==> config.mk <==
export PLATFORM = sky130hd
export DESIGN_NAME = axis_sync_fifo
export DESIGN_NICKNAME = d
export VERILOG_FILES = /design/src/rtl/axis_pkg.sv /design/src/rtl/axis_fifo_mem.sv /design/src/rtl/axis_sync_fifo.sv
export SDC_FILE = /design/constraint.sdc
export NUM_CORES = 1
export LEC_CHECK = 0
export BUFFER_PORTS_ARGS = -buffer_cell sky130_fd_sc_hd__buf_2
export CAP_MARGIN = 20
export CORE_UTILIZATION = 60
export DETAILED_ROUTE_END_ITERATION = 10
export GPL_ROUTABILITY_DRIVEN = 0
export PLACE_DENSITY = 0.84
export SYNTH_ARGS = -nofsm -noshare
export SYNTH_HDL_FRONTEND = slang
export SYNTH_SLANG_ARGS = --single-unit
export TNS_END_PERCENT = 1
==> constraint.sdc <==
create_clock -name clk -period 5.4 [get_ports clk]
set_input_delay 1.08 -clock clk [delete_from_list [all_inputs] [get_ports clk]]
set_output_delay 1.08 -clock clk [all_outputs]
set_load 0.01 [all_outputs]
==> src/rtl/axis_pkg.sv <==
// Shared AXI-Stream FIFO types and default sizing.
// The optional store-and-forward mode is AXIS_SYNC_FIFO_PKT_MODE_EN.
package axis_pkg;

  localparam int AXIS_DATA_W = 32;
  localparam int AXIS_DEPTH  = 16;

  typedef logic [AXIS_DATA_W-1:0] tdata_t;

  typedef struct packed {
    logic   tlast;
    tdata_t tdata;
  } axis_beat_t;

endpackage

==> src/rtl/axis_fifo_mem.sv <==
// Simple dual-port beat storage.
// Registered write, asynchronous read, contents not reset.
module axis_fifo_mem #(
  parameter int W     = 33,
  parameter int DEPTH = 16,
  parameter int AW    = $clog2(DEPTH)
) (
  input  logic          clk,
  input  logic          we,
  input  logic [AW-1:0] waddr,
  input  logic [W-1:0]  wdata,
  input  logic [AW-1:0] raddr,
  output logic [W-1:0]  rdata
);

  logic [W-1:0] mem [DEPTH];

  always_ff @(posedge clk) begin
    if (we) mem[waddr] <= wdata;
  end

  assign rdata = mem[raddr];

endmodule

==> src/rtl/axis_sync_fifo.sv <==
// Synchronous AXI-Stream FIFO with fill level and packet count.
// Define AXIS_SYNC_FIFO_PKT_MODE_EN for store-and-forward output.
module axis_sync_fifo
  import axis_pkg::*;
#(
  parameter int DATA_W  = AXIS_DATA_W,
  parameter int DEPTH   = AXIS_DEPTH,
  localparam int CNT_W  = $clog2(DEPTH + 1)
) (
  input  logic              clk,
  input  logic              rst,
  input  logic [DATA_W-1:0] s_tdata,
  input  logic              s_tvalid,
  input  logic              s_tlast,
  output logic              s_tready,
  output logic [DATA_W-1:0] m_tdata,
  output logic              m_tvalid,
  output logic              m_tlast,
  input  logic              m_tready,
  output logic [CNT_W-1:0]  fill_level,
  output logic [CNT_W-1:0]  pkt_count
);

  localparam int AW = $clog2(DEPTH);

  logic [AW-1:0]   wr_ptr;
  logic [AW-1:0]   rd_ptr;
  logic [DATA_W:0] rd_beat;
  logic            wr;
  logic            rd;
  logic            full;
  logic            empty;
  logic            pkt_inc;
  logic            pkt_dec;

  assign full  = (fill_level == CNT_W'(DEPTH));
  assign empty = (fill_level == '0);

  // Ready comes only from stored state, never from m_tready.
  assign s_tready = !rst && !full;
  assign wr       = s_tvalid && s_tready;
  assign rd       = m_tvalid && m_tready;

  assign m_tdata = rd_beat[DATA_W-1:0];
  assign m_tlast = rd_beat[DATA_W];

  assign pkt_inc = wr && s_tlast;
  assign pkt_dec = rd && m_tlast;

`ifdef AXIS_SYNC_FIFO_PKT_MODE_EN
  logic release_q;

  // A full FIFO with no complete packet must stream out to avoid deadlock.
  always_ff @(posedge clk) begin
    if (rst) begin
      release_q <= 1'b0;
    end else if (pkt_dec) begin
      release_q <= 1'b0;
    end else if (full && pkt_count == '0) begin
      release_q <= 1'b1;
    end
  end

  assign m_tvalid = !empty &&
    ((pkt_count != '0) || full || release_q);
`else
  assign m_tvalid = !empty;
`endif

  axis_fifo_mem #(
    .W     (DATA_W + 1),
    .DEPTH (DEPTH),
    .AW    (AW)
  ) u_mem (
    .clk   (clk),
    .we    (wr),
    .waddr (wr_ptr),
    .wdata ({s_tlast, s_tdata}),
    .raddr (rd_ptr),
    .rdata (rd_beat)
  );

  always_ff @(posedge clk) begin
    if (rst) begin
      wr_ptr     <= '0;
      rd_ptr     <= '0;
      fill_level <= '0;
      pkt_count  <= '0;
    end else begin
      if (wr) wr_ptr <= wr_ptr + AW'(1);
      if (rd) rd_ptr <= rd_ptr + AW'(1);
      unique case ({wr, rd})
        2'b10:   fill_level <= fill_level + CNT_W'(1);
        2'b01:   fill_level <= fill_level - CNT_W'(1);
        default: fill_level <= fill_level;
      endcase
      unique case ({pkt_inc, pkt_dec})
        2'b10:   pkt_count <= pkt_count + CNT_W'(1);
        2'b01:   pkt_count <= pkt_count - CNT_W'(1);
        default: pkt_count <= pkt_count;
      endcase
    end
  end

endmodule

==> impl_metrics.env <==
export IMPL_cts_buffers=49
export IMPL_antenna_cells=0
export IMPL_yosysTopAreaCellShare=0.754
export IMPL_clk_latency_ps=560
export IMPL_portBuffers=81
export IMPL_post_dp_cell_area_sq_um=22100
export IMPL_final_common_cell="edfxtp_1"
export IMPL_yosys_warnings=0
export IMPL_endpoint_kind="output pin"
export IMPL_ys_seq_elements=550
export IMPL_yosys_area_share_simple=0.0215
export IMPL_yosysTopAreaCell="edfxtp_1"
export IMPL_ys_flop_type="edfxtp_1"
export IMPL_fin_skew_ps=9.50
export IMPL_ctsResizeCount=0
export IMPL_final_period_utilization=0.759
export IMPL_wl_um=44800
export IMPL_path_delay_family="flip-flops"
export IMPL_slew_viol_final=0
export IMPL_p_per_area_nw_per_um2=426
export IMPL_dr_pass1_iters=5
export IMPL_wl_per_cell_um=28.5
export IMPL_root_buffer="clkbuf_16"
export IMPL_p_total_w=0.0101
export IMPL_crit_path_cell_trace="buf_12 > mux4_2 > a22oi_1 > nand2_1 > buf_2"
export IMPL_finalNonFillerCells=1572
export IMPL_die_x_um=189
export IMPL_cp_data_required_time_ps=4320
export IMPL_synthMuxAreaShare=0.145
export IMPL_synth_nets=1027
export IMPL_synth_cell_types=32
export IMPL_cpPeakStageDelay_ps=810
export IMPL_leakage_nw=7.57
export IMPL_min_path_type="reg -> reg"
export IMPL_synth_compound_area_frac=0.0298
export IMPL_via_count=10300
export IMPL_syn_avg_cell_area_sq_um=21.6
export IMPL_place_hpwl_um=23900
export IMPL_area_delta_synth_final_pct=13.0
export IMPL_rrSetupSlack_ps=1990
export IMPL_critPathLaunchType="flip-flop"
export IMPL_final_area_sq_um=23800
export IMPL_setup_tns_ps=0
export IMPL_drtAntennaViolNets=0
export IMPL_synthXorXnorAreaFrac=0.00416
export IMPL_grt_pass1_wl_um=65800
export IMPL_io_pins=82
export IMPL_postCtsSetupBuffers=0
export IMPL_drc=0
export IMPL_cap_viol_max_count=0
export IMPL_drive_gt1_frac=0.299
export IMPL_dieArea_sq_um=35800
export IMPL_start_util=0.609
export IMPL_path_buf_inv=2
export IMPL_async_flop_share=0
export IMPL_synth_top_family_by_area="multiplexers"
export IMPL_htreeDepth=2
export IMPL_grt_pass1_vias=10700
export IMPL_synth_area_sq_um=21000
export IMPL_status="completed"
export IMPL_finalSetupViolations=0
export IMPL_tightest_slew_ps=1120
export IMPL_drt_iter0_drc=1093
export IMPL_clkTransAtPathRegs_ps=60
export IMPL_ys_seq_area_frac=0.775
export IMPL_final_cell_mix="edfxtp_1 (528), mux4_2 (132), buf_2 (81)"
export IMPL_syn_inst=975
export IMPL_critical_path_class="reg -> out"
export IMPL_synth_area_leaders="edfxtp_1 (75%), mux4_2 (14%), a22oi_1 (2.3%)"
export IMPL_slew_limit_headroom=0.249
export IMPL_r2r_cells=10
export IMPL_slowest_stage="dfxtp_4"
export IMPL_cts_hold_buf=0
export IMPL_fin_nets=1129
export IMPL_rsz0062_at_grt="no"
export IMPL_synth_fa_ha_area_frac=0.00964
export IMPL_grt_max_degree=59
export IMPL_peakVddDrop_mv=0.298
export IMPL_timing_rr_end="pkt_count[4]"
export IMPL_cts_tree="yes"
export IMPL_place_inst=1475
export IMPL_hold_path_end="pkt_count[2]"
export IMPL_post_route_min_period_ps=4100
export IMPL_final_core_util=0.688
export IMPL_max_freq_ghz=0.244
export IMPL_overflow=0
export IMPL_hp_start="pkt_count[2]"
export IMPL_core_area_sq_um=34500
export IMPL_clockBufferDepth=3
export IMPL_clock_sinks=550
export IMPL_cp_max_fo=40
export IMPL_via_per_inst=6.56
export IMPL_crit_arrival_ps=3020
export IMPL_die_h_um=189
export IMPL_final_hold_violation_count=0
export IMPL_antenna_found_initial=0
export IMPL_hold_path_depth=2
export IMPL_num_rows=68
export IMPL_grt_total_usage=0.254
export IMPL_synth_edf_count=528
==> per-layer routing <==
metal  wire (um)  up-vias  track usage  share of wire
met1       16500     5425        0.339           0.37
met4         825        0       0.0704          0.018
li1            -     4245            -              -
met3        3330       63       0.0341          0.074
met5           0        -            0              0
met2       24200      587        0.445           0.54
==> flip-flops by register name, summed over array words and instances (netlist names), named ones only <==
name / flops
u_mem.mem: 528
fill_level: 5
pkt_count: 5
rd_ptr: 4
wr_ptr: 4
==> synthesized netlist by cell type (7+ instances only) <==
cell,number
xor2_1,8
nor2_1,45
mux4_2,132
dfxtp_1,22
clkbuf_1,32
nand2_1,41
buf_2,11
ha_1,13
inv_1,12
buf_6,7
a22oi_1,64
a21oi_1,11
edfxtp_1,528
==> report_power, final <==
part | switching [W] | internal [W]
clock | 0.00150 | 0.00189
combinational | 0.000900 | 0.000912
sequential | 0.000155 | 0.00477
total | 0.00255 | 0.00758
==> worst min-delay path: stages (launching register included) <==
cell and delay, ps:
dfxtp_1 350, a21oi_1 70, nor2_1 70
==> metrics by stage <==
stage | setup WS, ps | hold slack, ps
6_report | 1300 | 520
5_1_grt | 1120 | 549
4_1_cts | 1200 | 527
3_5_place_dp | 1450 | 509
3_3_place_gp | 1630 | 507
2_1_floorplan | 787 | 485
==> cells by family (layout without fill, tap and decap cells) <==
| kind of cell | Yosys count | after routing |
|---|---|---|
| flip-flops | 550 | 550 |
| multiplexers | 139 | 139 |
| AO/OA/AOI/OAI | 87 | 87 |
| XOR/XNOR | 10 | 10 |
| buffers and inverters | 67 | 209 |
| AND/OR/NAND/NOR | 107 | 107 |
| adder cells (fa/ha/maj) | 15 | 15 |
==> worst max-delay path by stage <==
stage / startpoint / endpoint / slack (ps) / depth (start not counted)
finish: flip-flop / m_tdata[17] / 1300 / 5
global route: flip-flop / m_tdata[17] / 1120 / 5
CTS: flip-flop / m_tdata[7] / 1200 / 5
detailed placement: rst / u_mem.mem[11][14] / 1450 / 4
global placement: rst / u_mem.mem[15][15] / 1630 / 4
floorplan: rst / u_mem.mem[3][0] / 790 / 4
==> area by class of cell <==
class / instances / area (sq um)
fillers: 2061 / 10800
flip-flops and latches: 550 / 16300
repair buffers: 106 / 761
well taps: 455 / 569
clock buffers: 63 / 1290
multi-input cells: 358 / 4550
clock inverters: 28 / 255
inverters: 12 / 45.0
(Power assumes the default switching activity.)
